`src/rtl/fetch_unit.sv`:
```
// Instruction fetch unit: owns the PC, issues one word fetch at a time and holds the
// fetched instruction in a one-entry output register for the control decoder.
//
// state  | meaning
// S_REQ  | request fetch_pc while the output register is (or is becoming) empty
// S_WAIT | request accepted, waiting for the response to load
// S_DROP | a redirect hit an in-flight request; discard its response
module fetch_unit #(
  parameter logic [31:0] RESET_PC = 32'h0000_0000
) (
  input  logic        clk,
  input  logic        rst_n,
  output logic        imem_req,
  output logic [31:0] imem_addr,
  input  logic        imem_ready,
  input  logic        imem_rvalid,
  input  logic [31:0] imem_rdata,
  output logic        instr_valid,
  input  logic        instr_ready,
  output logic [31:0] instr,
  output logic [31:0] pc,
  output logic [6:0]  op,
  output logic [2:0]  funct3,
  output logic        funct75,
  input  logic        PCSrc,
  input  logic [31:0] PCTarget
);

  typedef enum logic [1:0] {S_REQ, S_WAIT, S_DROP} state_t;

  state_t      state, state_next;
  logic [31:0] fetch_pc, fetch_pc_next;
  logic [31:0] instr_next, pc_next;
  logic        valid_next;
  logic        out_free, accept, load;

  always_ff @(posedge clk) begin
    if (!rst_n) state <= S_REQ;
    else        state <= state_next;
  end

  always_comb begin
    out_free   = !instr_valid || instr_ready;
    imem_req   = rst_n && (state == S_REQ) && out_free;
    imem_addr  = fetch_pc;
    accept     = imem_req && imem_ready;
    load       = (state == S_WAIT) && imem_rvalid && !PCSrc;
    state_next = state;
    case (state)
      S_REQ:   if (accept) state_next = PCSrc ? S_DROP : S_WAIT;
      S_WAIT: begin
        if (imem_rvalid)  state_next = S_REQ;
        else if (PCSrc)   state_next = S_DROP;
      end
      S_DROP:  if (imem_rvalid) state_next = S_REQ;
      default: state_next = S_REQ;
    endcase
  end

  // Redirect wins over load and consume; the target is forced word-aligned.
  always_comb begin
    fetch_pc_next = fetch_pc;
    valid_next    = instr_valid;
    instr_next    = instr;
    pc_next       = pc;
    if (PCSrc) begin
      fetch_pc_next = PCTarget & 32'hFFFF_FFFC;
      valid_next    = 1'b0;
    end else if (load) begin
      fetch_pc_next = fetch_pc + 32'd4;
      valid_next    = 1'b1;
      instr_next    = imem_rdata;
      pc_next       = fetch_pc;
    end else if (instr_valid && instr_ready) begin
      valid_next    = 1'b0;
    end
  end

  always_ff @(posedge clk) begin
    if (!rst_n) begin
      fetch_pc    <= RESET_PC;
      instr_valid <= 1'b0;
      instr       <= 32'h0000_0013;
      pc          <= RESET_PC;
    end else begin
      fetch_pc    <= fetch_pc_next;
      instr_valid <= valid_next;
      instr       <= instr_next;
      pc          <= pc_next;
    end
  end

  assign op      = instr[6:0];
  assign funct3  = instr[14:12];
  assign funct75 = instr[30];

endmodule

```
`config.mk`:
```
export PLATFORM = sky130hd
export DESIGN_NAME = fetch_unit
export DESIGN_NICKNAME = d
export VERILOG_FILES = /design/src/rtl/fetch_unit.sv
export SDC_FILE = /design/constraint.sdc
export NUM_CORES = 1
export LEC_CHECK = 0
export ABC_AREA = 1
export ABC_CLOCK_PERIOD_IN_PS = 1350
export CAP_MARGIN = 20
export CORE_MARGIN = 2
export CORE_UTILIZATION = 40
export DETAILED_ROUTE_END_ITERATION = 16
export GPL_ROUTABILITY_DRIVEN = 1
export HOLD_SLACK_MARGIN = 0.05
export PLACE_DENSITY = 0.85
export RECOVER_POWER = 100
export SLEW_MARGIN = 25
export SYNTH_ARGS = -nofsm -noshare
export SYNTH_HDL_FRONTEND = slang
export SYNTH_SLANG_ARGS = --single-unit
```
`constraint.sdc`:
```
create_clock -name clk -period 1.35 [get_ports clk]
set_input_delay 0.2025 -clock clk [delete_from_list [all_inputs] [get_ports clk]]
set_output_delay 0.2025 -clock clk [all_outputs]
set_load 0.01 [all_outputs]
```
==> results of run 1 <==
registers in the layout, summed over array words and instances, names as in the netlist:
signal	flops
imem_addr	30
state	2
instr_valid	1
instr	32
pc	30
worst max path at each step:
stage / end / slack [ns] / cells after the start
final: imem_addr[23] / -0.50 / 7
after global routing: imem_addr[23] / -0.52 / 9
after CTS: imem_addr[30] / -0.09 / 10
after detailed placement: imem_addr[26] / -0.47 / 9
after global placement: imem_addr[14] / -0.42 / 9
after floorplan: imem_addr[28] / -0.005 / 9
cell usage after synthesis (all sizes together):
| master | instances |
|---|---|
| a211oi | 6 |
| a21o | 2 |
| a21oi | 18 |
| a22o | 1 |
| a22oi | 1 |
| a31oi | 10 |
| buf | 32 |
| clkbuf | 15 |
| conb | 1 |
| dfxtp | 95 |
| ha | 1 |
| inv | 56 |
| nand2 | 128 |
| nand3 | 39 |
| nand3b | 6 |
| nand4 | 6 |
| nor2 | 150 |
| nor3 | 8 |
| o211ai | 2 |
| o21ai | 70 |
| or2 | 1 |
| or3 | 1 |
| xnor2 | 2 |
| xor2 | 1 |
power groups by stage:
| stage | Combinational (µW) | Clock (µW) | Sequential [µW] |
|---|---|---|---|
| CTS | 918 | 2550 | 2970 |
| detailed placement | 943 | 0 | 3020 |
| global placement | 932 | 0 | 3020 |
| global route | 1150 | 2710 | 2990 |
| finish | 1100 | 2600 | 2990 |
| floorplan | 295 | 0 | 3080 |
routing by layer:
layer / up-vias / GRT usage [%] / wire [µm]
li1: 2617 / - / -
met1: 2815 / 31.8 / 7660
met2: 553 / 45.4 / 10000
met3: 162 / 7.64 / 2520
met4: 2 / 11.6 / 1560
met5: - / 0 / 13
kinds of logic after synthesis:
family	count (synthesis)	share of synthesized area, %
buf+inv	103	10.9
other cells	1	0.0833
fa+ha+maj	1	0.278
flops	95	42.2
xor+xnor	3	0.583
compound gates	110	13.2
simple gates	339	32.8
placed cells by master, fill, tap and decap left out, drive strengths merged, types with 2 or more instances in the layout:
cell type / n
buf: 129
o21ai: 70
clkinv: 3
clkinvlp: 2
dfxtp: 95
nand3: 39
nand2: 128
a21oi: 18
a31oi: 10
conb: 4
clkbuf: 23
nor3: 8
o211ai: 2
xnor2: 2
nand4: 6
nor2: 150
nand3b: 6
a211oi: 6
inv: 57
clkdlybuf4s50: 64
clkdlybuf4s15: 10
a21o: 2
dlygate4sd2: 88
stage by stage:
stage          TNS [ns]  util, %  power, µW  hold WS, ns  cell area, µm²
3_3_place_gp     -30.75     63.5       3950        0.467            6950
6_report          -7.01     75.9       6690        0.259            8300
4_1_cts          -0.403     67.7       6430        0.339            7410
5_1_grt          -11.31     75.9       6850        0.304            8300
3_5_place_dp     -35.75     63.5       3970        0.467            6950
2_1_floorplan  -0.00519        -       3370        0.329            4560
critical path, cell delays in order, from the launching register on:
cell and delay [ns]:
dfxtp_4 0.39, nand2_4 0.06, nor2_4 0.20, nand2_2 0.17, nor2_4 0.17, buf_6 0.13
nand3_2 0.07, a31oi_1 0.48
layout make-up:
class,instances,area (µm²),area share [%]
Tap cell,140,175,2.11
Clock inverter,4,28.8,0.347
Clock buffer,11,264,3.18
Multi-Input combinational cell,457,2720,32.8
Inverter,56,246,2.97
Sequential cell,95,1950,23.5
Timing Repair inverter,2,28.8,0.347
Timing Repair Buffer,304,2880,34.7
repair_timing:
item,4_1_cts,5_1_grt
pin swaps,33,50
resized for setup,190,174
cloned,1,9
endpoints found under the setup margin,184,96
buffers inserted,13,21
==> results.yml, run 1 <==
synth:
  synth_top_area_share_pct: 42.2
  synth.avg_cell_area_um2: 6.91
  ys_warn_count: 0
  syn-instance-count: 652
  ys_seq_area_share_pct: 42.2
  synth.distinct_cells: 35
  syn_area_um2: 4500
  yosys-top-cells-area: "dfxtp_1 (42%), nor2_1 (12%), nand2_1 (10%), o21ai_0 (7.4%), inv_1 (4.5%)"
  yosys.area.top_type: "dfxtp_1"
  ys_seq_elements: 95
worst_setup_path:
  crit_required_ns: 1.54
  worstSetupPathType: "reg -> reg"
  r2r-start: "imem_addr[3]"
  reg2reg_slack_ns: -0.50
  endpoint_kind: "flop"
  r2r-end: "imem_addr[23]"
  r2r_cells: 7
  path_max_fanout: 4
  critPathLaunch: "imem_addr[3]"
  cp.arrival_ns: 2.04
  start_kind: "flop"
route:
  vias: 6149
  drtAntennaViolNets: 0
  routedWlPerCell_um: 20.4
  firstDrtPassIters: 8
  wl_um: 21800
  vias_per_cell: 5.75
  initialDrtViolationCount: 757
  drc: 0
clocking:
  cts-root-buf: "clkbuf_16"
  clk_latency_ns: 0.37
  cts_buffers: 9
  clkTransAtPathRegs_ns: 0.08
  cts-htree-levels: 3
  cts_tree: "built"
  clockBufferDepth: 2
  postCtsHoldBufs: 0
  clock-sinks: 95
timing:
  fin_crit_ns: 1.85
  drv_slew: 0
  finalHoldViolCount: 0
  tightest_slew_ns: 0.551
  setup_ws_ns: -0.501
  max_clock_freq_mhz: 540
  fin_crit_sh_pct: 137
  rsz0062_at_grt: "yes"
  setup_viol: 91
  clock_skew_ns: 0.0190
  relSlewSlack_pct: 63.1
floorplan:
  die-area_um2: 12100
  dieWidth_um: 110
  die_h_um: 110
  ios: 179
  num_rows: 38
  coreArea_um2: 10900
  initial_utilization_pct: 41.2
worst_hold_path:
  worstHoldStart: "rst_n"
  worstHoldPathCells: 5
  min_to: "state[0]"
  worstHoldPathType: "in -> reg"
placement:
  dp_slack_ns: -0.474
  portBuffers: 172
  dpl.hpwl_um: 10800
  gp_congestion: 0.867
  dp.cells: 1013
pwr:
  pwr-share-clk_pct: 38.9
  power_density_nw_per_um2: 806
  ir_worst_vdd_mv: 1.00
  switching_share_pct: 27.7
  leakagePower_uw: 0.00398
  pwr-share-comb_pct: 16.4
  pwr-share-seq_pct: 44.7
  p_switching_uw: 1850
  intPower_uw: 4840
outcome:
  violations: "negative setup slack"
  status: "finished, violations left"
global_route:
  grt_pass1_wl_um: 25400
  antenna_found_initial: 1
  track_usage_pct: 26.9
  gr-total-overflow: 0
  grt_pass1_vias: 5243
  grt_max_degree: 40
run:
  drv_cap: 0
layout:
  antenna_cells: 0
  fin_nets: 996
  instances_no_fill: 1069
  drive_gt1_share_pct: 34.4
  area_growth_pct: 84.3
  fillers: 711
Power figures use the tool's default switching activity.
==> inputs of run 2 (changes only) <==
--- a/config.mk
+++ b/config.mk
@@ -8,13 +8,13 @@
 export ABC_AREA = 1
 export ABC_CLOCK_PERIOD_IN_PS = 1350
 export CAP_MARGIN = 20
-export CORE_MARGIN = 2
 export CORE_UTILIZATION = 40
 export DETAILED_ROUTE_END_ITERATION = 16
 export GPL_ROUTABILITY_DRIVEN = 1
 export HOLD_SLACK_MARGIN = 0.05
 export PLACE_DENSITY = 0.85
 export RECOVER_POWER = 100
+export SKIP_LAST_GASP = 1
 export SLEW_MARGIN = 25
 export SYNTH_ARGS = -nofsm -noshare
 export SYNTH_HDL_FRONTEND = slang
==> results.yml, run 2 (synthesis results as in run 1) <==
pwr:
  leakagePower_uw: 0.00385
  ir_worst_vdd_mv: 0.610
  power_density_nw_per_um2: 749
global_route:
  track_usage_pct: 29.1
  antenna_found_initial: 0
  grt_pass1_wl_um: 26300
  grt_max_degree: 41
  grt_pass1_vias: 5325
  gr-total-overflow: 0
worst_setup_path:
  path_buf_inv: 3
  crit_required_ns: 1.64
  r2r-start: "imem_addr[15]"
  cp.arrival_ns: 1.94
  crit_family: "simple AND/OR/NAND/NOR gates"
  path_max_fanout: 3
  cp_num_cells: 10
  reg2reg_slack_ns: -0.31
  r2r-end: "imem_addr[28]"
  max_stage_delay_ns: 0.39
  cp_slowest_cell: "dfxtp_2"
  r2r_cells: 10
  worstSetupPathType: "reg -> reg"
  cpMostUsedCell: "nand2_1"
  start_kind: "flop"
  crit_chain: "nand2_1 > inv_1 > nand2_1 > nor3_1 > buf_4 > nand2_4 > o21ai_1 > nand3b_1 > nand2_1 > inv_1"
  endpoint_kind: "flop"
route:
  wl_met1_um: 6960
  vias_per_cell: 5.41
  drtAntennaViolNets: 0
  drc: 0
  firstDrtPassIters: 7
  top_layer: "met4"
  met2_length_um: 9240
  initialDrtViolationCount: 505
  wl_um: 19200
  vias: 5762
  routedWlPerCell_um: 18.0
  wl_met3_um: 1750
timing:
  fin_crit_ns: 1.66
  rsz0062_at_grt: "yes"
  clock_skew_ns: 0.0170
  fin_crit_sh_pct: 123
  setup_ws_ns: -0.307
  drv_slew: 0
  setup_viol: 63
  max_clock_freq_mhz: 604
  finalHoldViolCount: 0
clocking:
  clockBufferDepth: 2
  clkTransAtPathRegs_ns: 0.11
  clk_latency_ns: 0.38
  cts_buffers: 9
  cts-htree-levels: 3
  cts-root-buf: "clkbuf_8"
  postCtsHoldBufs: 0
  cts_tree: "built"
  clock-sinks: 95
placement:
  gp_congestion: 0.911
  portBuffers: 172
  dp_slack_ns: -0.464
  dpl.hpwl_um: 10600
  placed_area_um2: 6920
floorplan:
  die_h_um: 108
  coreArea_um2: 10900
  num_rows: 38
  dieWidth_um: 108
  ios: 179
  initial_utilization_pct: 41.4
  die-area_um2: 11700
layout:
  antenna_cells: 0
  drive_gt1_share_pct: 35.4
  area_growth_pct: 79.7
  layout.area.seq_um2: 1950
  postLayoutCellArea_um2: 8100
  mostFrequentLayoutCell: "nand2_1"
  largest_register_ffs: 32
  fillers: 722
  top_register: "instr"
  final_cell_mix: "nand2_1 (105), buf_4 (92), nor2_1 (90), dlygate4sd2_1 (85), dfxtp_1 (70)"
  multiInputGateArea_um2: 2670
  fin_nets: 992
worst_hold_path:
  worstHoldStart: "rst_n"
  worstHoldPathCells: 4
  worstHoldPathType: "in -> reg"
  min_to: "pc[10]"
run:
  drv_cap: 0
outcome:
  status: "finished, violations left"
  violations: "negative setup slack"
==> run 2: repair_timing <==
item,CTS,global route
gates cloned,5,4
setup endpoints to repair,185,113
pin swaps,24,58
setup buffers,16,23
gates resized for setup,205,186
endpoints found under the hold margin,0,0
==> run 2: area by class of cell <==
type,count,area share [%]
timing repair buffer,301,35.2
multi-input combinational,457,33.0
sequential,95,24.1
inverter,56,2.87
tap,140,2.16
clock buffer,9,1.53
clock inverter,7,0.989
timing repair inverter,1,0.139
==> run 2: worst max path at each step <==
stage                     to          start  slack (ns)
3_5_place_dp           pc[9]    imem_rvalid       -0.46
3_3_place_gp       instr[18]    imem_rvalid       -0.39
4_1_cts             imem_req    instr_ready       -0.12
2_1_floorplan  imem_addr[28]   imem_addr[8]      -0.005
6_report       imem_addr[28]  imem_addr[15]       -0.31
5_1_grt        imem_addr[18]   imem_addr[8]       -0.35
==> run 2: metrics by stage <==
stage               utilization, %  total power (µW)  std cells  setup TNS, ns  hold slack [ns]
floorplan                        -              3370        655       -0.00519            0.329
global placement              63.6              3960       1010         -31.41            0.467
detailed placement            63.6              3970       1010         -35.59            0.477
CTS                           69.1              5900       1046          -1.13            0.264
global route                  74.4              6240       1066         -10.29            0.295
finish                        74.4              6060       1066          -5.76            0.285
==> run 2: metal layers <==
metal / track usage [%] / vias to the layer above
met5: 0 / -
met4: 16.2 / 0
met3: 6.75 / 119
met2: 48.9 / 368
met1: 34.1 / 2659
li1: - / 2616
==> run 2: report_power, final <==
| group | internal, µW | switching (µW) | total (µW) |
|---|---|---|---|
| clock network | 884 | 1140 | 2030 |
| logic | 535 | 520 | 1060 |
| registers | 2890 | 89.9 | 2980 |
| total | 4310 | 1750 | 6060 |
==> run 2: tightest hold or removal path, delay by kind of cell <==
family	cells	cell delay, ns
and+or+nand+nor	1	0.05
AOI/OAI and AO/OA	1	0.08
buffers and inverters	2	0.31
